File: src/rtl/seven_seg_scan_driver_pkg.sv
// Shared definitions for the 7-segment scan driver.
// Glyph codes are active-low {A,B,C,D,E,F,G}: a 0 bit lights the segment.
package seven_seg_scan_driver_pkg;

  localparam logic [6:0] SEG_OFF = 7'b1111111;

  localparam logic [6:0] GLYPH_0 = 7'b0000001;
  localparam logic [6:0] GLYPH_1 = 7'b1001111;
  localparam logic [6:0] GLYPH_2 = 7'b0010010;
  localparam logic [6:0] GLYPH_3 = 7'b0000110;
  localparam logic [6:0] GLYPH_4 = 7'b1001100;
  localparam logic [6:0] GLYPH_5 = 7'b0100100;
  localparam logic [6:0] GLYPH_6 = 7'b0100000;
  localparam logic [6:0] GLYPH_7 = 7'b0001111;
  localparam logic [6:0] GLYPH_8 = 7'b0000000;
  localparam logic [6:0] GLYPH_9 = 7'b0000100;
  localparam logic [6:0] GLYPH_A = 7'b0001000;
  localparam logic [6:0] GLYPH_B = 7'b1100000;
  localparam logic [6:0] GLYPH_C = 7'b0110001;
  localparam logic [6:0] GLYPH_D = 7'b1000010;
  localparam logic [6:0] GLYPH_E = 7'b0110000;
  localparam logic [6:0] GLYPH_F = 7'b0111000;

  // Index width that stays >= 1 even for a single-digit display.
  function automatic int idx_width(input int n);
    return (n > 1) ? $clog2(n) : 1;
  endfunction

endpackage

File: src/rtl/seven_seg_scan_driver_hex_to_seg7.sv
// hex_to_seg7: combinational nibble -> active-low 7-segment glyph (0-9, A, b, C, d, E, F).
// Ports: nib  in  4  hex digit
//        seg  out 7  {A..G}, 0 = lit
module hex_to_seg7
  import seven_seg_scan_driver_pkg::*;
(
  input  logic [3:0] nib,
  output logic [6:0] seg
);

  always_comb begin
    seg = SEG_OFF;
    case (nib)
      4'h0: seg = GLYPH_0;
      4'h1: seg = GLYPH_1;
      4'h2: seg = GLYPH_2;
      4'h3: seg = GLYPH_3;
      4'h4: seg = GLYPH_4;
      4'h5: seg = GLYPH_5;
      4'h6: seg = GLYPH_6;
      4'h7: seg = GLYPH_7;
      4'h8: seg = GLYPH_8;
      4'h9: seg = GLYPH_9;
      4'hA: seg = GLYPH_A;
      4'hB: seg = GLYPH_B;
      4'hC: seg = GLYPH_C;
      4'hD: seg = GLYPH_D;
      4'hE: seg = GLYPH_E;
      4'hF: seg = GLYPH_F;
      default: seg = SEG_OFF;
    endcase
  end

endmodule

File: src/rtl/seven_seg_scan_driver.sv
// seven_seg_scan_driver: time-multiplexed common-anode 7-segment driver.
// Ports:
//   Clk, Rst_n          clock (rising), async active-low reset
//   Value[4*DIGITS]     packed nibbles, Value[3:0] = rightmost digit
//   Load                1-cycle strobe capturing Value/Dp/Lz_En into the shadow
//   Dp[DIGITS]          decimal point per digit
//   Lz_En               blank leading zeros (digit 0 always shown)
//   Busy                shadow holds a value not yet on the display
//   Frame_Tick          1-cycle pulse after the digit index wraps to 0
//   An[DIGITS]          digit enables, Seg[6:0] {A..G}, Dp_Out   (pin polarity per params)
// New values only reach the display registers at the frame boundary so a frame is
// never drawn half-old/half-new.
module seven_seg_scan_driver
  import seven_seg_scan_driver_pkg::*;
#(
  parameter int DIGITS      = 4,
  parameter int REFRESH_DIV = 50000,
  parameter int BLANK_CYC   = 500,
  parameter bit SEG_ACT_LOW = 1'b1,
  parameter bit AN_ACT_LOW  = 1'b1
) (
  input  logic                  Clk,
  input  logic                  Rst_n,
  input  logic [4*DIGITS-1:0]   Value,
  input  logic                  Load,
  input  logic [DIGITS-1:0]     Dp,
  input  logic                  Lz_En,
  output logic                  Busy,
  output logic                  Frame_Tick,
  output logic [DIGITS-1:0]     An,
  output logic [6:0]            Seg,
  output logic                  Dp_Out
);

  localparam int PRE_W = $clog2(REFRESH_DIV);
  localparam int IDX_W = idx_width(DIGITS);
  localparam logic [PRE_W-1:0]  PRE_LAST = PRE_W'(REFRESH_DIV - 1);
  localparam logic [IDX_W-1:0]  IDX_LAST = IDX_W'(DIGITS - 1);
  localparam logic [DIGITS-1:0] AN_OFF   = {DIGITS{AN_ACT_LOW}};
  localparam logic [6:0]        SEG_PIN_OFF = {7{SEG_ACT_LOW}};
  localparam logic              DP_PIN_OFF  = SEG_ACT_LOW;

  logic [PRE_W-1:0]           pre_q, pre_d;
  logic [IDX_W-1:0]           idx_q, idx_d;
  logic [DIGITS-1:0][3:0]     sh_val_q, sh_val_d, disp_val_q, disp_val_d;
  logic [DIGITS-1:0]          sh_dp_q, sh_dp_d, disp_dp_q, disp_dp_d;
  logic [DIGITS-1:0]          mask_q, mask_d;
  logic                       sh_lz_q, sh_lz_d;
  logic                       busy_q, busy_d, tick_q, tick_d;
  logic [DIGITS-1:0]          an_q, an_d;
  logic [6:0]                 seg_q, seg_d;
  logic                       dpo_q, dpo_d;

  logic [DIGITS-1:0][3:0]     value_nib;
  logic                       slot_end, frame_end, in_blank, cur_masked;
  logic [3:0]                 cur_nib;
  logic [6:0]                 glyph;

  assign value_nib = Value;

  // Digit i>0 is blanked when enabled and it and every higher nibble are zero.
  function automatic logic [DIGITS-1:0] lz_mask(input logic [DIGITS-1:0][3:0] v,
                                                input logic en);
    logic [DIGITS-1:0] m;
    logic upper_zero;
    m = '0;
    upper_zero = 1'b1;
    for (int i = DIGITS - 1; i > 0; i--) begin
      upper_zero = upper_zero & (v[i] == 4'h0);
      m[i] = en & upper_zero;
    end
    return m;
  endfunction

  assign cur_nib    = disp_val_q[idx_q];
  assign cur_masked = mask_q[idx_q];

  hex_to_seg7 u_dec (
    .nib (cur_nib),
    .seg (glyph)
  );

  always_comb begin
    slot_end  = (pre_q == PRE_LAST);
    frame_end = slot_end && (idx_q == IDX_LAST);
    in_blank  = (32'(pre_q) < 32'(BLANK_CYC));

    pre_d = slot_end ? '0 : pre_q + PRE_W'(1);
    idx_d = idx_q;
    if (slot_end) idx_d = frame_end ? '0 : idx_q + IDX_W'(1);

    sh_val_d   = sh_val_q;
    sh_dp_d    = sh_dp_q;
    sh_lz_d    = sh_lz_q;
    busy_d     = busy_q;
    disp_val_d = disp_val_q;
    disp_dp_d  = disp_dp_q;
    mask_d     = mask_q;

    if (Load) begin
      sh_val_d = value_nib;
      sh_dp_d  = Dp;
      sh_lz_d  = Lz_En;
    end

    if (frame_end) begin
      busy_d = 1'b0;
      // A Load on the boundary cycle bypasses the shadow so it lands this frame.
      if (Load) begin
        disp_val_d = value_nib;
        disp_dp_d  = Dp;
        mask_d     = lz_mask(value_nib, Lz_En);
      end else if (busy_q) begin
        disp_val_d = sh_val_q;
        disp_dp_d  = sh_dp_q;
        mask_d     = lz_mask(sh_val_q, sh_lz_q);
      end
    end else if (Load) begin
      busy_d = 1'b1;
    end

    tick_d = frame_end;

    // Pin outputs are registered from the current index, so they lag it by one clock.
    an_d = AN_OFF;
    if (!in_blank && !cur_masked) an_d = AN_OFF ^ (DIGITS'(1) << idx_q);
    seg_d = cur_masked ? SEG_PIN_OFF : (glyph ^ ~SEG_PIN_OFF);
    dpo_d = cur_masked ? DP_PIN_OFF : (disp_dp_q[idx_q] ^ DP_PIN_OFF);
  end

  always_ff @(posedge Clk or negedge Rst_n) begin
    if (!Rst_n) begin
      pre_q      <= '0;
      idx_q      <= '0;
      sh_val_q   <= '0;
      sh_dp_q    <= '0;
      sh_lz_q    <= 1'b0;
      busy_q     <= 1'b0;
      disp_val_q <= '0;
      disp_dp_q  <= '0;
      mask_q     <= '0;
      tick_q     <= 1'b0;
      an_q       <= AN_OFF;
      seg_q      <= SEG_PIN_OFF;
      dpo_q      <= DP_PIN_OFF;
    end else begin
      pre_q      <= pre_d;
      idx_q      <= idx_d;
      sh_val_q   <= sh_val_d;
      sh_dp_q    <= sh_dp_d;
      sh_lz_q    <= sh_lz_d;
      busy_q     <= busy_d;
      disp_val_q <= disp_val_d;
      disp_dp_q  <= disp_dp_d;
      mask_q     <= mask_d;
      tick_q     <= tick_d;
      an_q       <= an_d;
      seg_q      <= seg_d;
      dpo_q      <= dpo_d;
    end
  end

  assign Busy       = busy_q;
  assign Frame_Tick = tick_q;
  assign An         = an_q;
  assign Seg        = seg_q;
  assign Dp_Out     = dpo_q;

endmodule

File: config.mk
export PLATFORM = sky130hd
export DESIGN_NAME = seven_seg_scan_driver
export DESIGN_NICKNAME = d
export VERILOG_FILES = /design/src/rtl/seven_seg_scan_driver_pkg.sv /design/src/rtl/seven_seg_scan_driver_hex_to_seg7.sv /design/src/rtl/seven_seg_scan_driver.sv
export SDC_FILE = /design/constraint.sdc
export NUM_CORES = 1
export LEC_CHECK = 0
export ABC_AREA = 1
export CORE_MARGIN = 4
export CORE_UTILIZATION = 57
export DETAILED_ROUTE_END_ITERATION = 16
export GPL_ROUTABILITY_DRIVEN = 0
export GPL_TIMING_DRIVEN = 0
export PLACE_DENSITY = 0.8
export SKIP_LAST_GASP = 1
export SLEW_MARGIN = 20
export SYNTH_ARGS = -nofsm -noshare
export SYNTH_HDL_FRONTEND = slang
export SYNTH_SLANG_ARGS = --single-unit
File: constraint.sdc
create_clock -name Clk -period 1.75 [get_ports Clk]
set_input_delay 0.525 -clock Clk [delete_from_list [all_inputs] [get_ports Clk]]
set_output_delay 0.525 -clock Clk [all_outputs]
set_load 0.05 [all_outputs]
### Word-level counts from Yosys, hierarchy flattened

Memory sizes are Yosys's and may differ from the RTL's.
Index checks and enable logic that the tools add are counted.

| storage, ports and cells | value |
|---|---|
| word-level logic and storage cells | 71 |
| ROM bits | 112 |
| memories | 1 |
| bits of input ports | 24 |
| bits in registers | 77 |

Memories:

| memory | words | width | read ports | clocked after memory_dff | wr ports | line | RTL |
|---|---|---|---|---|---|---|---|
| (name not given) | 16 | 7 | 1 | 0 | 0 | seven_seg_scan_driver_hex_to_seg7.sv:13 | `case (nib)` |

| operators by class | value |
|---|---|
| $lt $le $gt $ge | 2 |
| $add $sub $neg | 2 |
| mux-type cells | 19 |
| shift operators | 1 |
| bitwise gates (word level) | 12 |
| reductions and logical operators | 13 |
| eq/ne operators | 2 |

Operators with widths:

| cell | count |
|---|---|
| $mux W16 | 3 |
| $logic_not A4 Y1 | 6 |
| $mux W4 | 6 |
| $add A16 B1 Y16 const B | 1 |
| $eq A16 B16 Y1 const B | 1 |
| $lt A16 B9 Y1 const B | 1 |
| $and A1 B1 Y1 | 10 |
| $bmux W4 S2 | 1 |
| $mux W7 | 1 |
| $mux W1 | 5 |
| $bmux W1 S2 | 2 |
| $not A4 Y4 | 1 |
| $reduce_bool A2 Y1 | 2 |
| $shl A1 B2 Y4 const A | 1 |
| $lt A2 B3 Y1 const B | 1 |
| $add A2 B1 Y2 const B | 1 |
| $eq A2 B2 Y1 const B | 1 |
| $logic_and A1 B1 Y1 | 2 |
| $logic_not A1 Y1 | 2 |
| $mux W2 | 1 |
| $reduce_and A2 Y1 | 1 |
| $not A1 Y1 | 1 |

### Longest topological paths before layout

Gate-level depths: netlist (run 1).

| logic depth | value |
|---|---|
| depth after elaboration | 6 |
| gate-level depth with buffers | 11 |
| depth with buffers taken out | 10 |

### Modules after synthesis

A second synthesis (run 1) with hierarchy kept.

| second synthesis, totals | value |
|---|---|
| cell total of the unflattened synthesis | 480 |
| area total of the unflattened synthesis | 3756.1 um^2 |

Modules (own cells, without submodules):

| module | times used | cells an instance | seq. area each (um^2) | area each (um^2) |
|---|---|---|---|---|
| seven_seg_scan_driver | 1 | 431 | 1916.8 | 3482.1 |
| hex_to_seg7 | 1 | 49 | 0.0 | 274.0 |

### Worst setup path before layout (run 1)

OpenSTA, ideal clock, no wires.

| timing | value |
|---|---|
| kind | reg2reg |
| from | reg idx_q[0] |
| to | reg seg_q[3], in the netlist Seg[3] |
| stages on the path, launching flop included | 11 |
| clock period less this slack | 1.575 ns |
| slack | 0.175 ns |
| library setup time | 0.064 ns |
| data arrival time | 1.511 ns |
| cell sequence | dfrtp_1 > inv_2 > buf_4 > nand2_1 > nand3_1 > nand2_1 > ha_1 > nand3b_1 > nand2_1 > nand2_1 > nand3_1 |

| on the way | value |
|---|---|
| longest elaborated chain between the ends | 4 |
| elaborated cells on any way between the ends | 6 |
| those cells by class | mux (5); memory (1) |

RTL lines:

| what | line | RTL |
|---|---|---|
| start: declaration | seven_seg_scan_driver.sv:44 | `logic [IDX_W-1:0] idx_q, idx_d;` |
| start signal: assignment | seven_seg_scan_driver.sv:148 | `idx_q <= idx_d;` |
| $bmux W4 S2 | seven_seg_scan_driver.sv:75 | `assign cur_nib = disp_val_q[idx_q];` |
| $mux W4 (implied by the code) | seven_seg_scan_driver.sv:75 |  |
| $mem_v2 Z16 W7 | -- |  |
| $mux W7 (*) | seven_seg_scan_driver.sv:127 | `seg_d = cur_masked ? SEG_PIN_OFF : (glyph ^ ~SEG_PIN_OFF);` |
| via seg_d[3] | seven_seg_scan_driver.sv:51 | `logic [6:0] seg_q, seg_d;` |
| end signal: assignment | seven_seg_scan_driver.sv:158 | `seg_q <= seg_d;` |
| end: declaration | seven_seg_scan_driver.sv:51 |  |

The timed path passes the listed nets; every way through them passes the cells marked *. The select of a mux whose other input is x is not followed.
A chain may end at the register's enable or synchronous reset.

### Worst setup path in the final report (run 1)

| timing | value |
|---|---|
| from | reg idx_q[0] |
| to | reg seg_q[6], in the netlist Seg[6] |

The elaborated chain is that of the path after synthesis.

==> results of run 1 <==
==> final timing paths <==
kind	slack, ps	depth (start not counted)	from	endpoint
worst max-delay path	70	11	idx_q[0]$_DFFE_PN0N_	Seg[6]$_DFF_PN1_
worst min-delay path	120	1	Rst_n	pre_q[6]$_DFF_PN0_
worst max register to register	70	11	idx_q[0]$_DFFE_PN0N_	Seg[6]$_DFF_PN1_
worst min register to register	480	2	sh_val_q[2]$_DFFE_PN0P_	sh_val_q[2]$_DFFE_PN0P_
max in group asynchronous	1010	2	Rst_n	Seg[2]$_DFF_PN1_
min in group Clk	480	2	sh_val_q[2]$_DFFE_PN0P_	sh_val_q[2]$_DFFE_PN0P_
==> timing repair <==
action	in CTS	in global routing
gates resized for setup	58	30
buffers inserted	0	11
endpoints found under the setup margin	20	24
pin swaps	0	3
==> layer usage <==
layer	track usage, %	share of wire (%)	vias up
li1	-	-	1585
met1	28.3	47	1417
met3	3.50	4.6	18
met4	10.0	2.2	0
met5	0	0	-
met2	33.1	46	90
==> where the power goes <==
group	internal (uW)	total [uW]	switching, uW
registers	1840	1870	32.1
logic	121	328	207
clock network	803	1450	645
==> cells by family (layout without fill, tap and decap cells) <==
group                    count (synthesis)  count (layout)  share of synthesized area [%]
buffers and inverters                   50             115                           5.96
adder cells (fa/ha/maj)                 11              11                           3.68
AND/OR/NAND/NOR                        307             307                           34.7
XOR/XNOR                                 6               6                           1.41
flip-flops                              76              76                           51.3
AO/OA/AOI/OAI                           20              20                           3.01
==> synth_stat cells, types with 3 or more instances <==
master	count	area, um^2
inv_2	5	18.8
dfrtp_1	64	1600
nand4_1	4	25.0
buf_2	4	20.0
dfstp_2	12	315
nor2_4	3	33.8
nor2_1	44	165
inv_1	32	120
nand2_2	8	50.1
buf_4	4	30.0
nand2_1	198	743
ha_1	11	138
xor2_1	6	52.6
nand3_1	35	175
o21ai_0	12	60.1
nor3_1	9	45.0
==> through the flow <==
step | power (uW) | hold slack (ps) | TNS [ps] | area (um^2) | setup slack [ps]
6_report | 3650 | 121 | 0 | 4560 | 70.2
5_1_grt | 3810 | 160 | -79.1 | 4560 | -34.5
4_1_cts | 3660 | 136 | -178 | 4430 | -178
3_5_place_dp | 2230 | 457 | -7610 | 4220 | -320
3_3_place_gp | 2210 | 445 | -172440 | 4200 | -2320
2_1_floorplan | 2070 | 229 | 0 | 3740 | 175
==> layout make-up <==
cell class              count  area, um^2  share of cell area, %
plain buffers              12        92.6                   2.03
clock buffers              10         128                   2.80
clock inverters             6        88.8                   1.95
inverters                  38         149                   3.27
multi-input cells         344        1670                   36.7
flip-flops and latches     76        1920                   42.1
well taps                  77        96.3                   2.11
repair buffers             49         412                   9.03
==> sequential cells by signal (all words and copies together), names as in the netlist <==
signal	flops
mask_q	3
Dp_Out	1
Frame_Tick	1
pre_q	16
sh_lz_q	1
idx_q	2
An	4
disp_val_q	16
Seg	7
disp_dp_q	4
sh_dp_q	4
Busy	1
sh_val_q	16
==> worst max-delay path, cell delays in order, from the launching register on <==
cell	delay [ps]
dfrtp_2	460
inv_4	100
buf_8	130
nand2_1	60
nand3_2	80
nand2_2	130
buf_4	170
ha_1	200
nand3_1	100
nand2_1	60
nand2_1	50
nand3_1	80
==> summary.md, run 1 <==
| Metric | Value |
|---|---|
| GRT overflow | 0 |
| Fmax | 0.595 GHz |
| Pwr Density | 800 nW/um^2 |
| VDD IR max | 0.000502 V |
| Vias | 3110 |
| Leakage power | 0.00228 uW |
| Placed Instances | 585 |
| Hold Crit Class | in -> async |
| DR vias/cell | 5.08 |
| Area delta synth->final | 22.0% |
| H-tree levels | 3 |
| Detailed router's first-iteration violation count | 134 |
| Startpoint Class | flop |
| Die area | 7920 um^2 |
| DPL Wire Length | 5.53 mm |
| Drc violations | 0 |
| Tmin final | 1680 ps |
| Synth Instances | 470 |
| Post-synthesis cell area | 3740 um^2 |
| Slew Viols, Final | 0 |
| Synth unique cells | 29 |
| WL/cell | 12.6 um |
| RSZ-0062 raised after global routing | yes |
| Most common flop cell mapped by yosys | dfrtp_1 |
| Cell Count, Final, Fillers Out | 612 |
| Clock Root Buffer | clkbuf_8 |
| Final nets | 565 |
| # fillers | 488 |
| Commonest non-fill, non-tap cells in the layout | 196 x nand2_1, 62 x dfrtp_1, 43 x nor2_1, 31 x nand3_1, 30 x inv_1 |
| IO Port Bufs | 37 |
| Crit. End Element | flop |
| Arr. time, crit path | 1950 ps |
| Die height | 89.0 um |
| Hold buffer count at CTS | 0 |
| Final Util | 71.8% |
| Reg clk slew, reported paths | 80 ps |
| Die Wd | 89.0 um |
| Commonest non-fill, non-tap cell in the layout | nand2_1 |
| First-pass detailed-route iteration total | 5 |
| Tcrit/Tclk final | 96.0% |
| Post-synth ARST share | 100% |
| Number of synthesis warnings | 0 |
| Status | complete, no violations |
| CTS tree | yes |
| Skew-Pair Late Insertion Delay | 340 ps |
| Rel. slew slack | 68.1% |
| Number of flops mapped to enable cells by yosys | 0 |
| CTS Buf Count | 9 |
| Row cnt | 29 |
| Worst path required time | 2020 ps |
| Post-synthesis sequential area ratio | 51.3% |
| Slew @ Worst Pin | 481 ps |
| Share of layout cells above drive strength 1 | 18.5% |
| Pin count of the biggest net entering global routing | 43 |
| CTS max path bufs | 2 |
| Max Fanout on Critical Path | 10 |
| Mapped Avg Cell Area | 7.95 um^2 |
| Setup Viol. Count Final | 0 |
| Total Wirelength | 7.71 mm |
| Critical setup path kind | reg -> reg |
| Syn Nets | 505 |
| Clk sinks | 76 |
| Max-cap violations | 0 |
| Clock skew | 10.4 ps |
| Final count of hold timing violations | 0 |
| # diodes | 0 |
| Vias in the first global route | 2975 |
| First-pass GRT wire length | 13.0 mm |
| Number of synthesized register bits | 76 |
| Antenna violations before repair | 0 |
| Core area | 6350 um^2 |
| Post-DRT Antenna Nets | 0 |
| IO Count | 38 |
| Starting density of the core | 58.9% |
| Tot GR Track Use | 21.0% |
(Power assumes the default switching activity.)
==> inputs of run 2 (changes only) <==
--- a/config.mk
+++ b/config.mk
@@ -12,6 +12,7 @@
 export GPL_ROUTABILITY_DRIVEN = 0
 export GPL_TIMING_DRIVEN = 0
 export PLACE_DENSITY = 0.8
+export RECOVER_POWER = 50
 export SKIP_LAST_GASP = 1
 export SLEW_MARGIN = 20
 export SYNTH_ARGS = -nofsm -noshare
==> run 2 against run 1 <==
Compared with the run above:
- cell count stayed put
- critical path type unchanged
- utilization is 0.24 points lower
- largest cell class unchanged
- global-route usage stayed put
- hold slack better by 150 ps
- design area is 0.33% lower
- critical endpoint unchanged
- largest power group unchanged
- fmax is 0.21% lower
==> summary.md, run 2 (synthesis results as in run 1) <==
| Metric | Value |
|---|---|
| Slew Viols, Final | 0 (unchanged) |
| Rel. slew slack | 44.2% (-24 points) |
| WP buf/inv | 3 (unchanged) |
| Tmin final | 1680 ps (+3.51 ps) |
| Vias | 3108 (-0.064%) |
| R2R Setup Slk | 70 ps (about the same) |
| Post-DRT Antenna Nets | 0 (unchanged) |
| DR vias/cell | 5.08 (about the same) |
| Arr. time, crit path | 1950 ps (about the same) |
| Reg2Reg Depth | 11 (unchanged) |
| # fillers | 489 (+0.20%) |
| Crit. End Element | flop |
| Worst path most repeated cell | nand2_1 |
| Area delta synth->final | 21.6% |
| CTS Buf Count | 9 (unchanged) |
| Status | complete, no violations |
| Worst R2R Start | idx_q[0]$_DFFE_PN0N_ |
| Critical-path top delay cell | dfrtp_2 |
| Critical setup path kind | reg -> reg |
| Vias in the first global route | 2975 (unchanged) |
| Detailed router's first-iteration violation count | 142 (+6.0%) |
| IO Port Bufs | 37 (unchanged) |
| Clock Root Buffer | clkbuf_8 |
| Tot GR Track Use | 21.0% (unchanged) |
| Reg clk slew, reported paths | 80 ps (about the same) |
| Worst path required time | 2020 ps (about the same) |
| Total Wirelength | 7.72 mm (+0.13%) |
| RSZ-0062 raised after global routing | yes |
| Max Fanout on Critical Path | 10 (unchanged) |
| Leakage power | 0.00228 uW (-0.24%) |
| Slew @ Worst Pin | 837 ps (+356 ps) |
| DPL Wire Length | 5.53 mm (unchanged) |
| # diodes | 0 (unchanged) |
| Die height | 89.0 um (unchanged) |
| IO Count | 38 (unchanged) |
| Regs by FF count | disp_val_q x16, pre_q x16, sh_val_q x16 |
| Tcrit/Tclk final | 96.2% (+0.20 points) |
| Fmax | 0.594 GHz (-0.21%) |
| Pin count of the biggest net entering global routing | 43 (unchanged) |
| Final count of hold timing violations | 0 (unchanged) |
| Multi-input gate area | 1670 um^2 (unchanged) |
| Commonest non-fill, non-tap cell in the layout | nand2_1 |
| Cell Count, Final, Fillers Out | 612 (unchanged) |
| Core area | 6350 um^2 (unchanged) |
| Top cell family by delay on the critical path | simple AND/OR/NAND/NOR gates |
| Pwr Density | 802 nW/um^2 (+0.21%) |
| First-pass detailed-route iteration total | 4 (-1) |
| VDD IR max | 0.000503 V (+0.11%) |
| Crit path cell chain | inv_4 > buf_8 > nand2_1 > nand3_2 > nand2_2 > buf_4 > ha_1 > nand3_1 > nand2_1 > nand2_1 > nand3_1 |
| Hold Crit Class | in -> async |
| CP max stage delay | 460 ps (about the same) |
| CTS tree | yes |
| First-pass GRT wire length | 13.0 mm (unchanged) |
| Skew-Pair Late Insertion Delay | 340 ps (about the same) |
| Die Wd | 89.0 um (unchanged) |
| Share of layout cells above drive strength 1 | 18.5% (unchanged) |
| Max-cap violations | 0 (unchanged) |
| Register area | 1920 um^2 (unchanged) |
| Placed Instances | 585 (unchanged) |
| Pwr Total | 3640 uW (-0.12%) |
| Antenna violations before repair | 0 (unchanged) |
| Die area | 7920 um^2 (unchanged) |
| H-tree levels | 3 (unchanged) |
| Startpoint Class | flop |
| Clock skew | 10.7 ps (+0.311 ps) |
| Starting density of the core | 58.9% (unchanged) |
| Drc violations | 0 (unchanged) |
| CTS max path bufs | 2 (unchanged) |
| Final nets | 565 (unchanged) |
| GRT overflow | 0 (unchanged) |
| Worst r2r dst | Seg[6]$_DFF_PN1_ |
| Hold buffer count at CTS | 0 (unchanged) |
| Commonest non-fill, non-tap cells in the layout | 196 x nand2_1, 62 x dfrtp_1, 43 x nor2_1, 31 x nand3_1, 30 x inv_1 |
| Row cnt | 29 (unchanged) |
| WL/cell | 12.6 um (+0.13%) |
| Clk sinks | 76 (unchanged) |
| Setup Viol. Count Final | 0 (unchanged) |
[run 2: changes by cell type in the layout (fill, tap and decap cells not counted), sizes merged]
cell    change
buf         -2
clkbuf      +2
[run 2: layout make-up]
| type | count | share of cell area, % |
|---|---|---|
| Sequential cell | 76 | 42.2 |
| Multi-Input combinational cell | 344 | 36.8 |
| Timing Repair Buffer | 49 | 8.73 |
| Inverter | 38 | 3.28 |
| Clock buffer | 10 | 2.81 |
| Tap cell | 77 | 2.12 |
| Buffer | 12 | 2.04 |
| Clock inverter | 6 | 1.96 |
[run 2: power by group]
group | leakage (uW) | switching, uW | internal [uW]
clock network | 0.000102 | 645 | 803
registers | 0.000944 | 32.3 | 1840
logic | 0.00123 | 206 | 117
[run 2: repair_timing]
action,4_1_cts,5_1_grt
endpoints found under the setup margin,20,24
pin swaps,0,3
gates cloned,0,0
resized for setup,58,30
buffers inserted,0,11
[run 2: stage by stage]
step	hold slack (ps)	util, %	area, um^2	setup TNS (ps)	worst slack (ps)
2_1_floorplan	229	-	3740	0	175
3_3_place_gp	445	66.2	4200	-172440	-2320
3_5_place_dp	457	66.5	4220	-7610	-320
4_1_cts	136	69.7	4430	-178	-178
5_1_grt	353	71.5	4540	-79.1	-34.5
6_report	270	71.5	4540	0	66.6
[run 2: routing by layer]
layer	track usage, %	wire length [um]	vias up
li1	-	-	1586
met1	28.3	3610	1425
met2	33.1	3580	81
met3	3.50	358	16
met4	10.0	167	0
met5	0	0	-
[run 2: worst max-delay path by stage]
stage / endpoint / cells after the start / start
floorplan: Seg[3]$_DFF_PN1_ / 10 / idx_q[0]$_DFFE_PN0N_
global placement: sh_val_q[4]$_DFFE_PN0P_ / 1 / Rst_n
detailed placement: disp_val_q[1]$_DFFE_PN0P_ / 7 / Load
CTS: Seg[5] / 1 / Seg[5]$_DFF_PN1_
global route: Seg[1]$_DFF_PN1_ / 11 / idx_q[0]$_DFFE_PN0N_
finish: Seg[6]$_DFF_PN1_ / 11 / idx_q[0]$_DFFE_PN0N_
==> inputs of run 3 (changes only) <==
--- a/config.mk
+++ b/config.mk
@@ -6,8 +6,10 @@
 export NUM_CORES = 1
 export LEC_CHECK = 0
 export ABC_AREA = 1
+export CORE_ASPECT_RATIO = 0.8
 export CORE_MARGIN = 4
 export CORE_UTILIZATION = 57
+export CTS_BUF_LIST = sky130_fd_sc_hd__clkbuf_8 sky130_fd_sc_hd__clkbuf_16
 export DETAILED_ROUTE_END_ITERATION = 16
 export GPL_ROUTABILITY_DRIVEN = 0
 export GPL_TIMING_DRIVEN = 0
==> run 3 against run 2 <==
Compared with the run above:
- design area fell by 3.1%
- clock power fell by 17%
- routed wire length fell by 1.7%
- fmax fell by 1.7%
- total power fell by 7.1%
- critical path type is now reg -> out
==> summary.md, run 3 (synthesis results as in run 1) <==
| Metric | Value |
|---|---|
| First-pass GRT wire length | 13.5 mm (+3.9%) |
| DR vias/cell | 5.03 (-0.90%) |
| Cell Area, Placed | 4240 um^2 (+0.39%) |
| Starting density of the core | 58.6% (-0.24 points) |
| Vias | 3065 (-1.4%) |
| Vias in the first global route | 2943 (-1.1%) |
| Reg clk slew, reported paths | 70 ps (about the same) |
| Hold Crit Class | in -> async |
| Final count of hold timing violations | 0 (unchanged) |
| Worst r2r dst | Seg[0]$_DFF_PN1_ |
| Pin count of the biggest net entering global routing | 49 (+14%) |
| Crit path cell chain | dlygate4sd2_1 |
| Row cnt | 26 (-10%) |
| Pwr Total | 3390 uW (-7.1%) |
| Hold Slack | 202 ps (-68.0 ps) |
| Tcrit/Tclk final | 97.8% (+1.6 points) |
| H-tree levels | 3 (unchanged) |
| Leakage power | 0.00224 uW (-1.9%) |
| Final nets | 555 (-1.8%) |
| Detailed router's first-iteration violation count | 154 (+8.5%) |
| Slew @ Worst Pin | 672 ps (-166 ps) |
| Switching part of the total | 25.3% (+1.0 points) |
| Clock Root Buffer | clkbuf_8 |
| P_int | 2530 uW (-8.3%) |
| Total Wirelength | 7.59 mm (-1.7%) |
| Reg2Reg Depth | 10 (-1) |
| # fillers | 555 (+13%) |
| Die height | 80.4 um (-9.6%) |
| RSZ-0062 raised after global routing | yes |
| First-pass detailed-route iteration total | 6 (+2) |
| Logic pwr share | 9.2% (+0.3 points) |
| Clock group share of total power | 35.5% (-4.3 points) |
| Antenna violations before repair | 0 (unchanged) |
| IO Port Bufs | 37 (unchanged) |
| Rel. slew slack | 55.2% (+11 points) |
| Top cell family by delay on the critical path | buffers and inverters |
| Slew Viols, Final | 0 (unchanged) |
| Max-cap violations | 0 (unchanged) |
| Clock skew | 7.95 ps (-2.75 ps) |
| R2R Setup Slk | 110 ps (+40 ps) |
| CTS tree | yes |
| VDD IR max | 0.000463 V (-7.9%) |
| Drc violations | 0 (unchanged) |
| Status | complete, no violations |
| Die area | 7920 um^2 (about the same) |
| Regs by FF count | disp_val_q x16, pre_q x16, sh_val_q x16 |
| Commonest non-fill, non-tap cells in the layout | 196 x nand2_1, 62 x dfrtp_1, 44 x nor2_1, 31 x inv_1, 31 x nand3_1 |
| Area delta synth->final | 17.8% |
| WP buf/inv | 1 (-2) |
| Tmin final | 1710 ps (+28.7 ps) |
| Sequential power share | 55.2% (+3.8 points) |
| Clk sinks | 76 (unchanged) |
| Switching pwr | 855 uW (-3.2%) |
| Core area | 6380 um^2 (+0.41%) |
| Critical setup path kind | reg -> out |
| Worst Setup Slack, final | 37.9 ps (-28.7 ps) |
| GRT overflow | 0 (unchanged) |
| CTS max path bufs | 2 (unchanged) |
| Setup TNS | 0 ps (unchanged) |
| Tot GR Track Use | 21.3% (+0.37 points) |
| Arr. time, crit path | 1190 ps (-760 ps) |
| Worst R2R Start | idx_q[0]$_DFFE_PN0N_ |
| WL/cell | 12.5 um (-1.2%) |
| Skew-Pair Late Insertion Delay | 350 ps (about the same) |
| IO Count | 38 (unchanged) |
| Commonest non-fill, non-tap cell in the layout | nand2_1 |
| Share of layout cells above drive strength 1 | 16.0% (-2.5 points) |
| Max Fanout on Critical Path | 1 (-9) |
| Worst path required time | 1220 ps (-800 ps) |
| Post-DRT Antenna Nets | 0 (unchanged) |
| Die Wd | 98.5 um (+11%) |
| CTS Buf Count | 9 (unchanged) |
| Critical-path top delay cell | dlygate4sd2_1 |
| Cell area after layout | 4400 um^2 (-3.1%) |
| # diodes | 0 (unchanged) |
| Startpoint Class | flop |
| Fmax | 0.584 GHz (-1.7%) |
| DPL Wire Length | 5.63 mm (+1.9%) |
| CP max stage delay | 520 ps (+60 ps) |
| Pwr Density | 769 nW/um^2 (-4.1%) |
| Worst slack, placed | -302 ps (+18.5 ps) |
| Setup Viol. Count Final | 0 (unchanged) |
| Crit. End Element | output pin |
==> run 3: cell types whose count changed in the layout (fill, tap and decap cells not counted), moves of 2 or more <==
cell | previous run | this run
clkbuf_8 | 9 | 11
clkinv_1 | 0 | 2
buf_4 | 13 | 5
bufinv_16 | 2 | 0
ha_4 | 3 | 0
buf_2 | 15 | 13
ha_2 | 0 | 2
==> run 3: worst max-delay path by stage <==
stage | slack, ps | end | start | depth (start not counted)
4_1_cts | -170 | Seg[2] | Seg[2]$_DFF_PN1_ | 1
5_1_grt | -10 | disp_val_q[10]$_DFFE_PN0P_ | pre_q[0]$_DFF_PN0_ | 10
2_1_floorplan | 180 | Seg[3]$_DFF_PN1_ | idx_q[0]$_DFFE_PN0N_ | 10
3_3_place_gp | -2330 | sh_val_q[4]$_DFFE_PN0P_ | Rst_n | 1
6_report | 40 | Frame_Tick | Frame_Tick$_DFF_PN0_ | 1
3_5_place_dp | -300 | disp_val_q[3]$_DFFE_PN0P_ | Load | 7
==> run 3: power by group through the flow <==
stage | logic [uW] | clock network, uW | registers [uW]
6_report | 312 | 1200 | 1870
3_5_place_dp | 328 | 0 | 1900
2_1_floorplan | 132 | 0 | 1940
4_1_cts | 321 | 1220 | 1870
5_1_grt | 358 | 1310 | 1880
3_3_place_gp | 312 | 0 | 1900
==> run 3: routing by layer <==
metal | vias up | track usage (%) | part of all wire (%)
li1 | 1567 | - | -
met1 | 1407 | 28.9 | 49
met3 | 10 | 6.42 | 6.3
met4 | 0 | 4.91 | 1.3
met5 | - | 0 | 0
met2 | 81 | 34.1 | 44
==> run 3: stage by stage <==
stage / instances / util (%)
CTS: 608 / 68.6
global placement: 591 / 66.1
finish: 609 / 69.0
floorplan: 470 / -
global route: 609 / 69.0
detailed placement: 592 / 66.5
==> run 3: area by class of cell <==
class                      count  area, um^2  share of cell area (%)
timing repair buffer          40         328                    7.45
sequential                    76        1920                    43.6
clock buffer                  11         151                    3.44
tap                           84         105                    2.39
buffer                        11        82.6                    1.88
clock inverter                 5        27.5                   0.625
inverter                      38         150                    3.41
multi-input combinational    344        1640                    37.2
==> run 3: what timing repair did <==
item,in CTS,in global routing
hold buffers,0,0
buffers inserted,0,2
gates resized for setup,65,21
setup endpoints to repair,19,20
pin swaps,0,1
